==> src/rtl/fpu_scoreboard.sv <==
// fpu_scoreboard: issue-stage hazard tracker for multi-cycle functional units.
// In-flight writes are held in a writeback reservation shift register. The
// block arbitrates the single register-file write port, raises the issue
// stall, flags writeback-stage bypass hits and strobes the writeback.
//
// Ports:
//   clk, reset          clock, synchronous active-high reset
//   issue_valid/flush   operation presented / squashed this cycle
//   issue_wen/rd/lat    destination write enable, register, latency
//   use_rs1/2, rs1/2    source operand usage and indices
//   stall               operation not accepted this cycle
//   fwd1, fwd2          source supplied by the writeback bypass
//   wb_valid, wb_rd     registered writeback strobe and register
//   busy                per-register pending-write mask
module fpu_scoreboard #(
  parameter int unsigned NREG   = 32,
  parameter int unsigned AW     = 5,
  parameter int unsigned MAXLAT = 8,
  parameter int unsigned LW     = 4
) (
  input  logic            clk,
  input  logic            reset,
  input  logic            issue_valid,
  input  logic            issue_flush,
  input  logic            issue_wen,
  input  logic [AW-1:0]   issue_rd,
  input  logic [LW-1:0]   issue_lat,
  input  logic            use_rs1,
  input  logic            use_rs2,
  input  logic [AW-1:0]   rs1,
  input  logic [AW-1:0]   rs2,
  output logic            stall,
  output logic            fwd1,
  output logic            fwd2,
  output logic            wb_valid,
  output logic [AW-1:0]   wb_rd,
  output logic [NREG-1:0] busy
);

  localparam int NSLOT = int'(MAXLAT);
  localparam int NR    = int'(NREG);

  logic [MAXLAT-1:0] slot_v_q, slot_v_d;
  logic [AW-1:0]     slot_rd_q [MAXLAT];
  logic [AW-1:0]     slot_rd_d [MAXLAT];

  logic [LW-1:0] lat_eff;
  logic          wr_op, rs1_nz, rs2_nz;
  logic          raw1, raw2, hit1_wb, hit2_wb, waw, port;
  logic          hazard, accept;

  // Clamp requested latency into 1..MAXLAT
  always_comb begin
    lat_eff = issue_lat;
    if (issue_lat == '0) begin
      lat_eff = LW'(1);
    end else if (issue_lat > LW'(MAXLAT)) begin
      lat_eff = LW'(MAXLAT);
    end
  end

  // Hazard detection against the reservation slots
  always_comb begin
    wr_op   = issue_wen && (issue_rd != '0);
    rs1_nz  = use_rs1 && (rs1 != '0);
    rs2_nz  = use_rs2 && (rs2 != '0);
    raw1    = 1'b0;
    raw2    = 1'b0;
    hit1_wb = 1'b0;
    hit2_wb = 1'b0;
    waw     = 1'b0;
    port    = 1'b0;
    for (int i = 0; i < NSLOT; i++) begin
      if (slot_v_q[i]) begin
        if (i == 0) begin
          hit1_wb = (slot_rd_q[i] == rs1);
          hit2_wb = (slot_rd_q[i] == rs2);
        end else begin
          if (slot_rd_q[i] == rs1) raw1 = 1'b1;
          if (slot_rd_q[i] == rs2) raw2 = 1'b1;
        end
        // an older write landing at or after ours would clobber the result
        if (i >= int'(lat_eff) && slot_rd_q[i] == issue_rd) waw = 1'b1;
        // slot[L] shifts into slot[L-1], the one we would claim
        if (i == int'(lat_eff)) port = 1'b1;
      end
    end
    hazard = (rs1_nz && raw1) || (rs2_nz && raw2) || (wr_op && (waw || port));
    stall  = issue_valid && !issue_flush && hazard;
    accept = issue_valid && !issue_flush && !hazard;
    fwd1   = issue_valid && rs1_nz && hit1_wb && !raw1;
    fwd2   = issue_valid && rs2_nz && hit2_wb && !raw2;
  end

  // Shift toward writeback; an accepted write claims slot[L-1]
  always_comb begin
    slot_v_d = '0;
    for (int i = 0; i < NSLOT; i++) begin
      slot_rd_d[i] = '0;
    end
    for (int i = 0; i < NSLOT - 1; i++) begin
      slot_v_d[i]  = slot_v_q[i+1];
      slot_rd_d[i] = slot_rd_q[i+1];
    end
    if (accept && wr_op) begin
      for (int i = 0; i < NSLOT; i++) begin
        if (i == int'(lat_eff) - 1) begin
          slot_v_d[i]  = 1'b1;
          slot_rd_d[i] = issue_rd;
        end
      end
    end
  end

  always_ff @(posedge clk) begin
    if (reset) begin
      slot_v_q <= '0;
      for (int i = 0; i < NSLOT; i++) begin
        slot_rd_q[i] <= '0;
      end
    end else begin
      slot_v_q <= slot_v_d;
      for (int i = 0; i < NSLOT; i++) begin
        slot_rd_q[i] <= slot_rd_d[i];
      end
    end
  end

  // Pending-write mask; register 0 never has a reservation
  always_comb begin
    busy = '0;
    for (int r = 1; r < NR; r++) begin
      for (int i = 0; i < NSLOT; i++) begin
        if (slot_v_q[i] && slot_rd_q[i] == AW'(r)) busy[r] = 1'b1;
      end
    end
  end

  assign wb_valid = slot_v_q[0];
  assign wb_rd    = slot_rd_q[0];

endmodule
==> config.mk <==
export PLATFORM = sky130hd
export DESIGN_NAME = fpu_scoreboard
export DESIGN_NICKNAME = d
export VERILOG_FILES = /design/src/rtl/fpu_scoreboard.sv
export SDC_FILE = /design/constraint.sdc
export NUM_CORES = 1
export LEC_CHECK = 0
export BUFFER_PORTS_ARGS = -buffer_cell sky130_fd_sc_hd__buf_2
export CAP_MARGIN = 20
export CORE_UTILIZATION = 30
export DETAILED_ROUTE_END_ITERATION = 10
export GPL_ROUTABILITY_DRIVEN = 0
export PLACE_DENSITY_LB_ADDON = 0.25
export SLEW_MARGIN = 30
export SYNTH_ARGS = -nofsm -noshare
export SYNTH_HDL_FRONTEND = slang
export SYNTH_SLANG_ARGS = --single-unit
==> constraint.sdc <==
create_clock -name clk -period 3.2 [get_ports clk]
set_input_delay 0.64 -clock clk [delete_from_list [all_inputs] [get_ports clk]]
set_output_delay 0.64 -clock clk [all_outputs]
set_load 0.03 [all_outputs]
# Word level (Yosys, flattened, before mapping)
# Memory sizes are Yosys's and may differ from the RTL's.
# Index checks and enable logic that the tools add are counted.
totals:
  reg_bits: 8
  mem_bits_rw: 40
  out_inout_bits: 41
  n_memories: 1
classes:
  addsub: 1
  n_lt_le_gt_ge: 9
  eq_ne: 286
  n_mux: 341
  bitwise_logic: 9
  n_reduce_logical: 286
mem_list:
  columns: ["memory", "depth", "width", "rd", "rd_clocked_by_memory_dff", "wr", "line", "text"]
  rows:
  - ["slot_rd_q", 8, 5, 8, 0, 8, "44", "logic [AW-1:0] slot_rd_q [MAXLAT];"]
ops:
  columns: ["op", "count"]
  rows:
  - ["== test 5 bit (second input constant)", 128]
  - ["two-way mux 1 bit", 321]
  - ["== test 5 x 4 -> 1 bit (second input constant)", 64]
  - ["logical AND 1 bit", 272]
  - ["== test 5 x 3 -> 1 bit (second input constant)", 32]
  - ["== test 5 bit", 24]
  - ["== test 5 x 2 -> 1 bit (second input constant)", 16]
  - ["two-way mux 5 bit", 16]
  - ["== test 5 x 1 -> 1 bit (second input constant)", 8]
  - ["two-way mux 40 bit", 1]
  - ["zero test 32 bit", 1]
  - ["== test 4 x 5 -> 1 bit (first input constant)", 4]
  - ["== test 4 bit (first input constant)", 4]
  - [">= comparator 3 x 4 -> 1 bit (first input constant)", 4]
  - ["nonzero test 5 bit", 3]
  - ["== test 3 x 5 -> 1 bit (first input constant)", 2]
  - ["== test 3 x 4 -> 1 bit (first input constant)", 2]
  - [">= comparator 1 x 4 -> 1 bit (first input constant)", 2]
  - [">= comparator 2 x 4 -> 1 bit (first input constant)", 2]
  - ["zero test 4 bit", 2]
  - ["two-way mux 4 bit", 2]
  - ["bitwise OR 1 bit", 8]
  - ["two-way mux 7 bit", 1]
  - ["== test 2 x 5 -> 1 bit (first input constant)", 1]
  - ["7 further kinds", 12]

# Longest topological paths before layout
depth:
  ltp_word: 29
  ltp_mapped: 10

# Worst setup path after synthesis
# Ideal clock, no wire load.
synth_timing:
  kind: "input -> output"
  start: "in rs2[3]"
  end: "out stall"
  arrival_ns: 2.732
  path_slack_ns: -0.172
  cell_stages: 8
  path_buffers: 1
  cell_sequence: "buf_6 > xor2_1 > nor4_1 > nand3_1 > and3_1 > a21oi_4 > nor3_1 > nor3b_1"
synth_via:
  elab_chain_cells: 19
  elab_cells_between_ends: 27
synth_lines:
  columns: ["element", "line", "text"]
  rows:
  - ["start, declared", "31", "input logic [AW-1:0] rs2,"]
  - ["== test 5 bit", "80", "if (slot_rd_q[i] == rs2) raw2 = 1'b1;"]
  - ["two-way mux 1 bit", "80", null]
  - ["two-way mux 1 bit", "74", "if (slot_v_q[i]) begin"]
  - ["two-way mux 1 bit", "80", null]
  - ["two-way mux 1 bit", "74", null]
  - ["two-way mux 1 bit", "80", null]
  - ["two-way mux 1 bit", "74", null]
  - ["two-way mux 1 bit", "80", null]
  - ["(+2 left out)", null, null]
  - ["two-way mux 1 bit", "74", null]
  - ["two-way mux 1 bit", "80", null]
  - ["two-way mux 1 bit", "74", null]
  - ["two-way mux 1 bit", "80", null]
  - ["two-way mux 1 bit", "74", null]
  - ["logical AND 1 bit (*)", "88", "hazard = (rs1_nz && raw1) || (rs2_nz && raw2) || (wr_op && (waw || port));"]
  - ["logical OR 1 bit (*) (2 in a row)", "88", null]
  - ["logical AND 1 bit (*)", "89", "stall = issue_valid && !issue_flush && hazard;"]
  - ["end, declared", "32", "output logic stall,"]
# Mark *: on every way between the ends. The rest lies on a longest branch, timed or not.

==> flow_summary_export.csv <==
group,metric,value,unit
outcome,run_status,"finished, final reports clean",
timing,worst_slew_pin_slew,808,ps
synthesis,post_synth.cell_area_avg,7.81,um^2
clock_network,number_of_buffers_inserted_during_clock_tree_synthesis,5,
worst_setup_path,r2r.worst_path.cells,10,
floorplan,floorplan.initialDensity,30.9,%
global_routing,antenna_found_initial,0,
synthesis,synth_seq_cells,48,
worst_setup_path,crit_start,"slot_rd_q[0][25]$_SDFF_PP0_",
floorplan,design.die.area,0.0200,mm^2
synthesis,synthesis.instances,745,
drt,post-route-drc-count,0,
timing,timing.final.crit_period,3130,ps
final_layout,most_common_library_cell_in_the_layout_ignoring_fill_and_taps,"sky130_fd_sc_hd__buf_2",
power_and_ir_drop,max-vdd-ir-drop,0.175,mV
worst_setup_path,worstPathMaxFanout,10,
clock_network,cts-htree-levels,2,
final_layout,postLayoutCoreUtil,34.2,%
final_layout,area.sequential,966,um^2
synthesis,synth_top_flop_cell,"sky130_fd_sc_hd__dfxtp_1",
run,max-cap-violations,0,
placement,dp_hpwl,18400,um
worst_setup_path,timing.critical_path.to,"stall",
floorplan,coreArea,0.0188,mm^2
power_and_ir_drop,power_density,212,mW/mm^2
clock_network,cts.reportedPaths.clkPinSlew,70,ps
synthesis,dominant_combinational_cell_family_by_area_after_synthesis,"simple AND/OR/NAND/NOR gates",
timing,timing.setup.tns,0,ps
worst_setup_path,setup.reg_to_reg.worst_slack,320,ps
timing,setup_repair_after_global_routing_missed_its_margin,"false",
worst_hold_path,worst_hold_path.num_cells,2,
final_layout,layout_common_cells,"sky130_fd_sc_hd__buf_2, sky130_fd_sc_hd__xor2_1, sky130_fd_sc_hd__o22ai_1, sky130_fd_sc_hd__nor2_1, sky130_fd_sc_hd__xnor2_1",
drt,ant_nets,0,
clock_network,worst_skew_pair.late_latency,290,ps
synthesis,synthesized_area_fraction_occupied_by_xor_and_xnor_cells,16.6,%
synthesis,yosysSeqAreaShare,16.5,%
timing,report.final.hold_viol_count,0,
final_layout,drive_gt1_share,18.7,%
worst_setup_path,rr_endpoint,"slot_rd_q[0][32]$_SDFF_PP0_",
clock_network,clock_tree.buffer_depth,2,
worst_setup_path,crit-reg2reg-launch,"slot_rd_q[0][25]$_SDFF_PP0_",
placement,preCtsSetupSlack,194,ps
synthesis,syn-cell-area,0.00582,mm^2
global_routing,groute.usage.overall,24.3,%
synthesis,synth-adder-area-share,0,%
floorplan,io_pins,67,
worst_setup_path,worst-endpoint-arrival,2490,ps
synthesis,synth.mux.area_fraction,6.58,%
drt,routedWlPerCell,23.8,um
power_and_ir_drop,p_total,1.37,mW
global_routing,grt_max_degree,49,
worst_setup_path,critical_path_required,2560,ps
drt,vias,6289,
timing,final_cycle_share,97.9,%
synthesis,synth_compound_area_share,17.5,%
timing,drv_slew,0,
placement,buffer_ports.inserted,65,
worst_setup_path,startpoint_type,"flop",
worst_setup_path,worst_path_max_delay_cell,"sky130_fd_sc_hd__dfxtp_1",
clock_network,tritoncts,"done",
floorplan,placement_rows,50,
timing,setup_slack,66.1,ps
synthesis,yosys.area_share.simple,33.8,%
timing,fmaxAchievable,0.319,GHz
worst_setup_path,slowest_delay,790,ps
final_layout,antenna_cells,0,
placement,placement.cell_area,0.00629,mm^2
final_layout,num-fill-cells,1996,
synthesis,async_set_or_reset_flop_fraction_in_the_synthesized_netlist,0,%
final_layout,synthToLayoutAreaGrowth,10.7,%
final_layout,finalInstanceArea,0.00644,mm^2
synthesis,syn_nets,771,
synthesis,synthDistinctLibCells,52,
final_layout,layout.nets,802,
floorplan,die_height,141,um
worst_hold_path,worstHoldPathType,"reg2reg",
synthesis,yosys_warnings,0,
worst_setup_path,crit_type,"reg2out",
clock_network,cts.hold.buffers_added,0,
global_routing,via_count_of_the_first_global_routing_pass,5733,
drt,avgViaCountPerCell,6.07,
power_and_ir_drop,power.static_leakage,2.42,nW
clock_network,root_buffer,"sky130_fd_sc_hd__clkbuf_16",
timing,slew_headroom,46.2,%
final_layout,multi_input_area,0.00434,mm^2
global_routing,grt_first_pass_wirelength,35900,um
timing,report.final.setup_viol,0,
drt,drt_iter0_drc,797,
timing,finalClockSkew,4.09,ps
final_layout,finish.cell_count_without_fillers,1036,
worst_setup_path,cp_cell_sequence,"xor2_1 -> nor4_1 -> and3_1 -> a311oi_2 -> a21oi_4 -> nor3_1 -> nor3b_2 -> buf_2",
drt,drt_pass1_iterations,6,
timing,timing.hold.ws,639,ps
clock_network,total_clock_sinks,48,
clock_network,post_cts.repair.setup_buffers,0,
global_routing,grt_overflow_total,0,
synthesis,synth_edf_count,0,
placement,place.detailed.instances,1029,
worst_setup_path,timing.critical_path.to_type,"primary output",
floorplan,dieWidth,141,um
drt,drt_wl_total,24700,um
worst max-delay path, delay by kind of cell, from the launching register on:
kind	cells	cell delay (ps)
flip-flops	1	790
AND/OR/NAND/NOR	4	540
AO/OA/AOI/OAI	2	510
XOR/XNOR	1	190
buffers and inverters	1	180
state kept, by name (all words and copies together) (netlist names):
name,count
slot_v_q,8
slot_rd_q,40
cells in the mapped netlist, types with 23 or more instances:
master / count / area [um^2]
sky130_fd_sc_hd__o22ai_1: 64 / 400
sky130_fd_sc_hd__xor2_1: 64 / 561
sky130_fd_sc_hd__nor2_1: 56 / 210
sky130_fd_sc_hd__dfxtp_1: 48 / 961
sky130_fd_sc_hd__xnor2_1: 46 / 403
sky130_fd_sc_hd__mux2i_1: 36 / 360
sky130_fd_sc_hd__a22oi_1: 34 / 255
sky130_fd_sc_hd__nand2b_1: 33 / 206
sky130_fd_sc_hd__nand3_1: 30 / 150
sky130_fd_sc_hd__buf_2: 28 / 140
sky130_fd_sc_hd__clkbuf_1: 28 / 105
sky130_fd_sc_hd__nor2b_1: 25 / 156
sky130_fd_sc_hd__nand4_1: 24 / 150
sky130_fd_sc_hd__nand2_1: 23 / 86.3
per-layer routing:
metal / track usage, % / routed length [um] / vias up
li1: - / - / 2807
met1: 32.2 / 10600 / 3027
met2: 39.7 / 11300 / 382
met3: 2.77 / 1760 / 73
met4: 10.6 / 1080 / 0
met5: 0 / 0 / -
timing repair:
item,4_1_cts,5_1_grt
gates resized for setup,0,4
endpoints found under the hold margin,0,0
endpoints found under the setup margin,0,1
cell type report:
cell class / instances / area share [%]
clock buffer: 6 / 2.16
clock inverter: 1 / 0.136
inverter: 1 / 0.0583
multi-input combinational: 610 / 67.3
sequential: 48 / 15.0
tap: 260 / 5.05
timing repair buffer: 110 / 10.3
kinds of logic after synthesis:
| kind of cell | count (synthesis) |
|---|---|
| buf+inv | 87 |
| flops | 48 |
| simple gates | 320 |
| other cells | 1 |
| compound gates | 142 |
| xor+xnor | 110 |
| mux | 37 |
how the worst min path moves through the flow:
stage / startpoint / to / slack (ps)
2_1_floorplan: slot_rd_q[0][39]$_SDFF_PP0_ / slot_rd_q[0][34]$_SDFF_PP0_ / 590
3_3_place_gp: slot_rd_q[0][31]$_SDFF_PP0_ / slot_rd_q[0][26]$_SDFF_PP0_ / 620
3_5_place_dp: slot_rd_q[0][31]$_SDFF_PP0_ / slot_rd_q[0][26]$_SDFF_PP0_ / 630
4_1_cts: slot_rd_q[0][31]$_SDFF_PP0_ / slot_rd_q[0][26]$_SDFF_PP0_ / 640
5_1_grt: slot_rd_q[0][24]$_SDFF_PP0_ / slot_rd_q[0][19]$_SDFF_PP0_ / 660
6_report: slot_rd_q[0][31]$_SDFF_PP0_ / slot_rd_q[0][26]$_SDFF_PP0_ / 640
power breakdown:
part | internal [mW] | switching, mW
clock | 0.309 | 0.240
sequential | 0.601 | 0.0152
combinational | 0.0792 | 0.122
(Power assumes the default switching activity.)
